===== config.mk =====
export PLATFORM = sky130hd
export DESIGN_NAME = packed_frame_uart_reader_flat
export DESIGN_NICKNAME = d
export VERILOG_FILES = /design/src/rtl/packed_frame_uart_reader_if.sv /design/src/rtl/packed_frame_uart_reader.sv /design/src/flat_wrapper.sv
export SDC_FILE = /design/constraint.sdc
export NUM_CORES = 1
export LEC_CHECK = 0
export BUFFER_PORTS_ARGS = -buffer_cell sky130_fd_sc_hd__buf_2
export CAP_MARGIN = 20
export CORE_MARGIN = 4
export CORE_UTILIZATION = 25
export DETAILED_ROUTE_END_ITERATION = 8
export SYNTH_ARGS = -nofsm -noshare
export SYNTH_HDL_FRONTEND = slang
export SYNTH_SLANG_ARGS = --single-unit

===== constraint.sdc =====
create_clock -name clk -period 2.95 [get_ports clk]
set_clock_uncertainty 0.1 [all_clocks]
set_input_delay 0.295 -clock clk [delete_from_list [all_inputs] [get_ports clk]]
set_output_delay 0.295 -clock clk [all_outputs]
set_load 0.01 [all_outputs]

===== src/rtl/packed_frame_uart_reader_if.sv =====
// packed_frame_uart_reader_if
//   Byte-stream handshake between the frame reader and the UART transmitter.
//   Signals:
//     tx_data  - byte offered to the transmitter
//     tx_valid - tx_data is valid
//     tx_ready - transmitter accepts a byte on tx_valid && tx_ready at a rising edge
//   Modports: master = byte source (reader), slave = byte sink (UART TX).
interface packed_frame_uart_reader_if #(
    parameter int DATA_WIDTH = 8
);
    logic [DATA_WIDTH-1:0] tx_data;
    logic                  tx_valid;
    logic                  tx_ready;

    modport master (output tx_data, output tx_valid, input tx_ready);
    modport slave  (input tx_data, input tx_valid, output tx_ready);
endinterface


===== src/rtl/packed_frame_uart_reader.sv =====
// packed_frame_uart_reader
//   Streams a completed 1-bpp packed frame from the frame-buffer BRAM to the
//   UART TX as: SYNC_BYTE, TOTAL_BYTES payload bytes in address order, then
//   an XOR checksum of the payload.
//   Ports:
//     clk, reset  - system clock, synchronous active-high reset
//     frame_tick  - one-cycle pulse: buffer holds a complete frame, start a transfer
//     rAddr/rData - BRAM read port, data valid one cycle after the address
//     tx          - byte stream to UART TX (master side)
//     busy        - transfer in progress
//     done        - one-cycle pulse after the checksum byte is accepted
//     overrun     - sticky: frame_tick seen while not idle
module packed_frame_uart_reader #(
    parameter int                    DATA_WIDTH  = 8,
    parameter int                    TOTAL_BYTES = 5100,
    parameter int                    ADDR_WIDTH  = $clog2(TOTAL_BYTES),
    parameter logic [DATA_WIDTH-1:0] SYNC_BYTE   = 8'hA5
) (
    input  logic                  clk,
    input  logic                  reset,
    input  logic                  frame_tick,
    output logic [ADDR_WIDTH-1:0] rAddr,
    input  logic [DATA_WIDTH-1:0] rData,
    packed_frame_uart_reader_if.master tx,
    output logic                  busy,
    output logic                  done,
    output logic                  overrun
);
    typedef enum logic [2:0] {IDLE, HDR, RD_REQ, RD_WAIT, SEND, CSUM, DONE} state_t;

    localparam logic [ADDR_WIDTH-1:0] LAST = ADDR_WIDTH'(TOTAL_BYTES - 1);

    state_t                state, state_d;
    logic [ADDR_WIDTH-1:0] addr, addr_d, raddr_d;
    logic [DATA_WIDTH-1:0] csum, csum_d, tx_data_d;
    logic                  tx_valid_d, busy_d, done_d, overrun_d;
    logic [DATA_WIDTH-1:0] csum_nxt;

    // Checksum including the byte currently offered in SEND.
    assign csum_nxt = csum ^ tx.tx_data;

    // State and output registers: every output is a flop, loaded from the
    // next-value logic below.
    always_ff @(posedge clk) begin
        if (reset) begin
            state       <= IDLE;
            addr        <= '0;
            csum        <= '0;
            rAddr       <= '0;
            tx.tx_data  <= '0;
            tx.tx_valid <= 1'b0;
            busy        <= 1'b0;
            done        <= 1'b0;
            overrun     <= 1'b0;
        end else begin
            state       <= state_d;
            addr        <= addr_d;
            csum        <= csum_d;
            rAddr       <= raddr_d;
            tx.tx_data  <= tx_data_d;
            tx.tx_valid <= tx_valid_d;
            busy        <= busy_d;
            done        <= done_d;
            overrun     <= overrun_d;
        end
    end

    // Next-state logic.
    always_comb begin
        state_d = state;
        case (state)
            IDLE:    if (frame_tick) state_d = HDR;
            HDR:     if (tx.tx_ready) state_d = RD_REQ;
            RD_REQ:  state_d = RD_WAIT;
            RD_WAIT: state_d = SEND;
            SEND:    if (tx.tx_ready) state_d = (addr == LAST) ? CSUM : RD_REQ;
            CSUM:    if (tx.tx_ready) state_d = DONE;
            DONE:    state_d = IDLE;
            default: state_d = IDLE;
        endcase
    end

    // Next values for the registered outputs and datapath. Anything not
    // touched holds, which keeps tx_data/tx_valid stable under backpressure.
    always_comb begin
        addr_d     = addr;
        csum_d     = csum;
        raddr_d    = rAddr;
        tx_data_d  = tx.tx_data;
        tx_valid_d = tx.tx_valid;
        busy_d     = busy;
        done_d     = 1'b0;
        overrun_d  = overrun | (frame_tick && state != IDLE);
        case (state)
            IDLE: if (frame_tick) begin
                addr_d     = '0;
                csum_d     = '0;
                busy_d     = 1'b1;
                tx_data_d  = SYNC_BYTE;
                tx_valid_d = 1'b1;
            end
            HDR: if (tx.tx_ready) begin
                tx_valid_d = 1'b0;
                raddr_d    = addr;       // presented during RD_REQ
            end
            RD_WAIT: begin
                tx_data_d  = rData;      // BRAM output for the address of RD_REQ
                tx_valid_d = 1'b1;
            end
            SEND: if (tx.tx_ready) begin
                csum_d = csum_nxt;
                if (addr == LAST) begin
                    tx_data_d = csum_nxt;  // checksum goes out straight from SEND
                end else begin
                    tx_valid_d = 1'b0;
                    addr_d     = addr + 1'b1;
                    raddr_d    = addr + 1'b1;
                end
            end
            CSUM: if (tx.tx_ready) begin
                tx_valid_d = 1'b0;
                done_d     = 1'b1;
            end
            DONE: begin
                busy_d = 1'b0;
                addr_d = '0;
            end
            default: ;
        endcase
    end
endmodule


===== src/flat_wrapper.sv =====
// flat-port wrapper written by rule: the top's interface ports become plain ports
module packed_frame_uart_reader_flat 
#(
    parameter int                    DATA_WIDTH  = 8,
    parameter int                    TOTAL_BYTES = 5100,
    parameter int                    ADDR_WIDTH  = $clog2(TOTAL_BYTES),
    parameter logic [DATA_WIDTH-1:0] SYNC_BYTE   = 8'hA5
)
  (clk, reset, frame_tick, rAddr, rData, busy, done, overrun, tx_tx_data, tx_tx_valid, tx_tx_ready);
  packed_frame_uart_reader_if #(.DATA_WIDTH(DATA_WIDTH)) tx_i ();
  input  logic clk;
  input  logic reset;
  input  logic frame_tick;
  output logic [ADDR_WIDTH-1:0] rAddr;
  input  logic [DATA_WIDTH-1:0] rData;
  output logic busy;
  output logic done;
  output logic overrun;
  output wire logic [$bits(tx_i.tx_data)-1:0] tx_tx_data;
  output wire logic [$bits(tx_i.tx_valid)-1:0] tx_tx_valid;
  input wire logic [$bits(tx_i.tx_ready)-1:0] tx_tx_ready;
  assign tx_tx_data = tx_i.tx_data;
  assign tx_tx_valid = tx_i.tx_valid;
  assign tx_i.tx_ready = tx_tx_ready;
  packed_frame_uart_reader #(.DATA_WIDTH(DATA_WIDTH), .TOTAL_BYTES(TOTAL_BYTES), .ADDR_WIDTH(ADDR_WIDTH), .SYNC_BYTE(SYNC_BYTE)) u_core (.clk(clk), .reset(reset), .frame_tick(frame_tick), .rAddr(rAddr), .rData(rData), .tx(tx_i), .busy(busy), .done(done), .overrun(overrun));
endmodule

==> run_results.csv <==
group,metric,value,unit
outcome,outcome,"complete, no violations",
synthesis,syn_nets,356,
cells_and_area,layout-drive-gt1-share,16.2,%
routing,wirelength,7420,um
clocking,cts_resized,0,
synthesis,synth_top_cell_by_area,"dfxtp_1",
place,gp_congestion,0.860,
worst_setup_path,end_kind,"flop",
worst_setup_path,cp_max_fo,18,
die,die_h,112,um
worst_setup_path,required,3060,ps
timing,fin_crit,2560,ps
timing,drv_slew,0,
cells_and_area,syn_to_final_growth,12.1,%
worst_setup_path,start_kind,"flop",
run,maxCapViolations,0,
timing,rsz0062_at_grt,"false",
global_route,overflow,0,
timing,slew_headroom,51.7,%
synthesis,synth_edf_count,0,
clocking,cts_tree,"done",
synthesis,synth.cell_area,2680,sq um
power,p_total,1.42,mW
routing,drc,0,
cells_and_area,design_area,3010,sq um
place,dp_hpwl,5100,um
clocking,cts_buffers,5,
global_route,grt_pass1_vias,2452,
routing,num_vias,2570,
clocking,cts_setup_buffers,0,
min_path,hold_class,"input pin to flop",
synthesis,synth.most_common_cell,"dfxtp_1",
clocking,htreeDepth,2,
die,fp.dieW,112,um
worst_setup_path,criticalPathCategory,"flop to flop",
synthesis,synth_seq_cells,49,
global_route,antenna_found_initial,0,
synthesis,ys_seq_area_share,36.6,%
clocking,cts_buffer_depth,2,
synthesis,yosysWarnings,0,
die,core,10400,sq um
routing,drt_iter0_drc,263,
die,boundaryPins,37,
power,max-vdd-ir-drop,0.000226,V
routing,antenna_left,0,
clocking,clkSlewWorstSetupHoldPaths,100,ps
clocking,cts_hold_buf,0,
synthesis,yosys.area.top_type_share,36.6,%
timing,hold_viol_final,0,
clocking,cts_sinks,49,
place,portBuffers,36,
routing,dr.pass1.iters,4,
synthesis,ys.flop_type,"dfxtp_1",
cells_and_area,nets,378,
global_route,grt_usage,11.8,%
routing,wl_per_cell,14.8,um
timing,setup_ws,388,ps
clocking,cts_root_buf,"clkbuf_8",
global_route,grt_max_degree,43,
die,initial_core_util,25.9,%
cells_and_area,nFillCells,1154,
synthesis,async_flop_share,0,%
cells_and_area,antennaDiodeCount,0,
timing,fmax,390,MHz
synthesis,synth_cell_types,54,
timing,finalSetupTns,0,ps
power,p_leak,1.08,nW
place,dpl_cell_area,2900,sq um
power,p_per_area,471,nW/um^2
routing,vias_per_cell,5.14,
synthesis,netlist_top_cells_count,"49 x dfxtp_1, 38 x a21oi_1, 37 x nor2_1, 36 x o21ai_0, 27 x nand2_1",
synthesis,netlist_top_cells_area,"dfxtp_1 37%, a21oi_1 7.1%, o21ai_0 6.7%",
timing,tightest_slew,725,ps
synthesis,synth_cells,342,
synthesis,syn_area_per_cell,7.85,sq um
worst_setup_path,crit_arrival,2680,ps
place,place_ws,423,ps
timing,setup_viol_count_final,0,
timing,period_share,86.9,%
die,rows,37,
global_route,grt_pass1_wl,12400,um
die,dieArea,12500,sq um
clocking,insertion_delay,300,ps
==> metal layers <==
metal | global-route usage (%) | part of all wire [%]
met1 | 16.6 | 46
met2 | 18.8 | 47
met3 | 2.93 | 7.0
met4 | 1.95 | 0.75
met5 | 0 | 0
==> final timing paths <==
path	start	to	depth (start not counted)	slack (ps)
max	u_core.state[2]	u_core.tx.tx_data[5]	6	390
min	frame_tick	u_core.overrun	3	210
max reg2reg	u_core.state[2]	u_core.tx.tx_data[5]	6	390
min reg2reg	u_core.rAddr[12]	u_core.rAddr[12]	1	370
==> state kept, by name, summed over array words and instances, names as in the netlist <==
| name | flops |
|---|---|
| u_core.addr | 13 |
| u_core.busy | 1 |
| u_core.csum | 8 |
| u_core.done | 1 |
| u_core.overrun | 1 |
| u_core.rAddr | 13 |
| u_core.state | 3 |
| u_core.tx.tx_data | 8 |
| u_core.tx.tx_valid | 1 |
==> per-stage QoR <==
stage,instances,hold WS (ps),util [%]
floorplan,342,336,-
global placement,493,353,28.0
detailed placement,493,361,28.0
CTS,500,201,29.0
global route,500,242,29.0
finish,500,208,29.0
==> cell usage in the layout (no fill, tap or decap), types with 4 or more instances in the layout <==
cell and instances:
dfxtp_1 49, a21oi_1 38, nor2_1 37, o21ai_0 36, buf_2 36, nand2_1 27, inv_1 14, or3_1 12
nand3_1 11, xnor2_1 9, nor3_1 9, a211oi_1 6, a32o_1 5, a221oi_1 5, clkbuf_8 5, a21boi_0 4
o21a_1 4, nand4_1 4, buf_4 4
==> critical path, cell delays in order, from the launching register on <==
cell and delay (ps):
dfxtp_1 670, or3b_4 450, inv_2 70, nand2_2 180, a22oi_2 510, o21ai_0 180
a221oi_1 310
==> power breakdown <==
group / switching [mW] / internal, mW / leakage [nW] / total, mW
logic: 0.132 / 0.0776 / 0.629 / 0.209
clock network: 0.236 / 0.247 / 0.0540 / 0.483
registers: 0.0301 / 0.693 / 0.398 / 0.723
==> area by class of cell <==
class                   instances  area (sq um)  area share, %
multi-input cells             253          1490           49.4
flip-flops and latches         49           981           32.6
repair buffers                 40           210           6.99
well taps                     136           170           5.66
clock buffers                   5          68.8           2.29
inverters                      15          56.3           1.87
clock inverters                 2          35.0           1.16
==> kinds of logic (layout without fill, tap and decap cells) <==
logic type	after synthesis	after routing	share of synthesized area, %
compound gates	115	115	26.2
xor+xnor	10	10	3.26
fa+ha+maj	2	2	0.932
buf+inv	40	62	8.06
flops	49	49	36.6
mux	1	1	0.373
simple gates	125	125	24.7
Note: power is estimated with default switching activity, not from simulation.
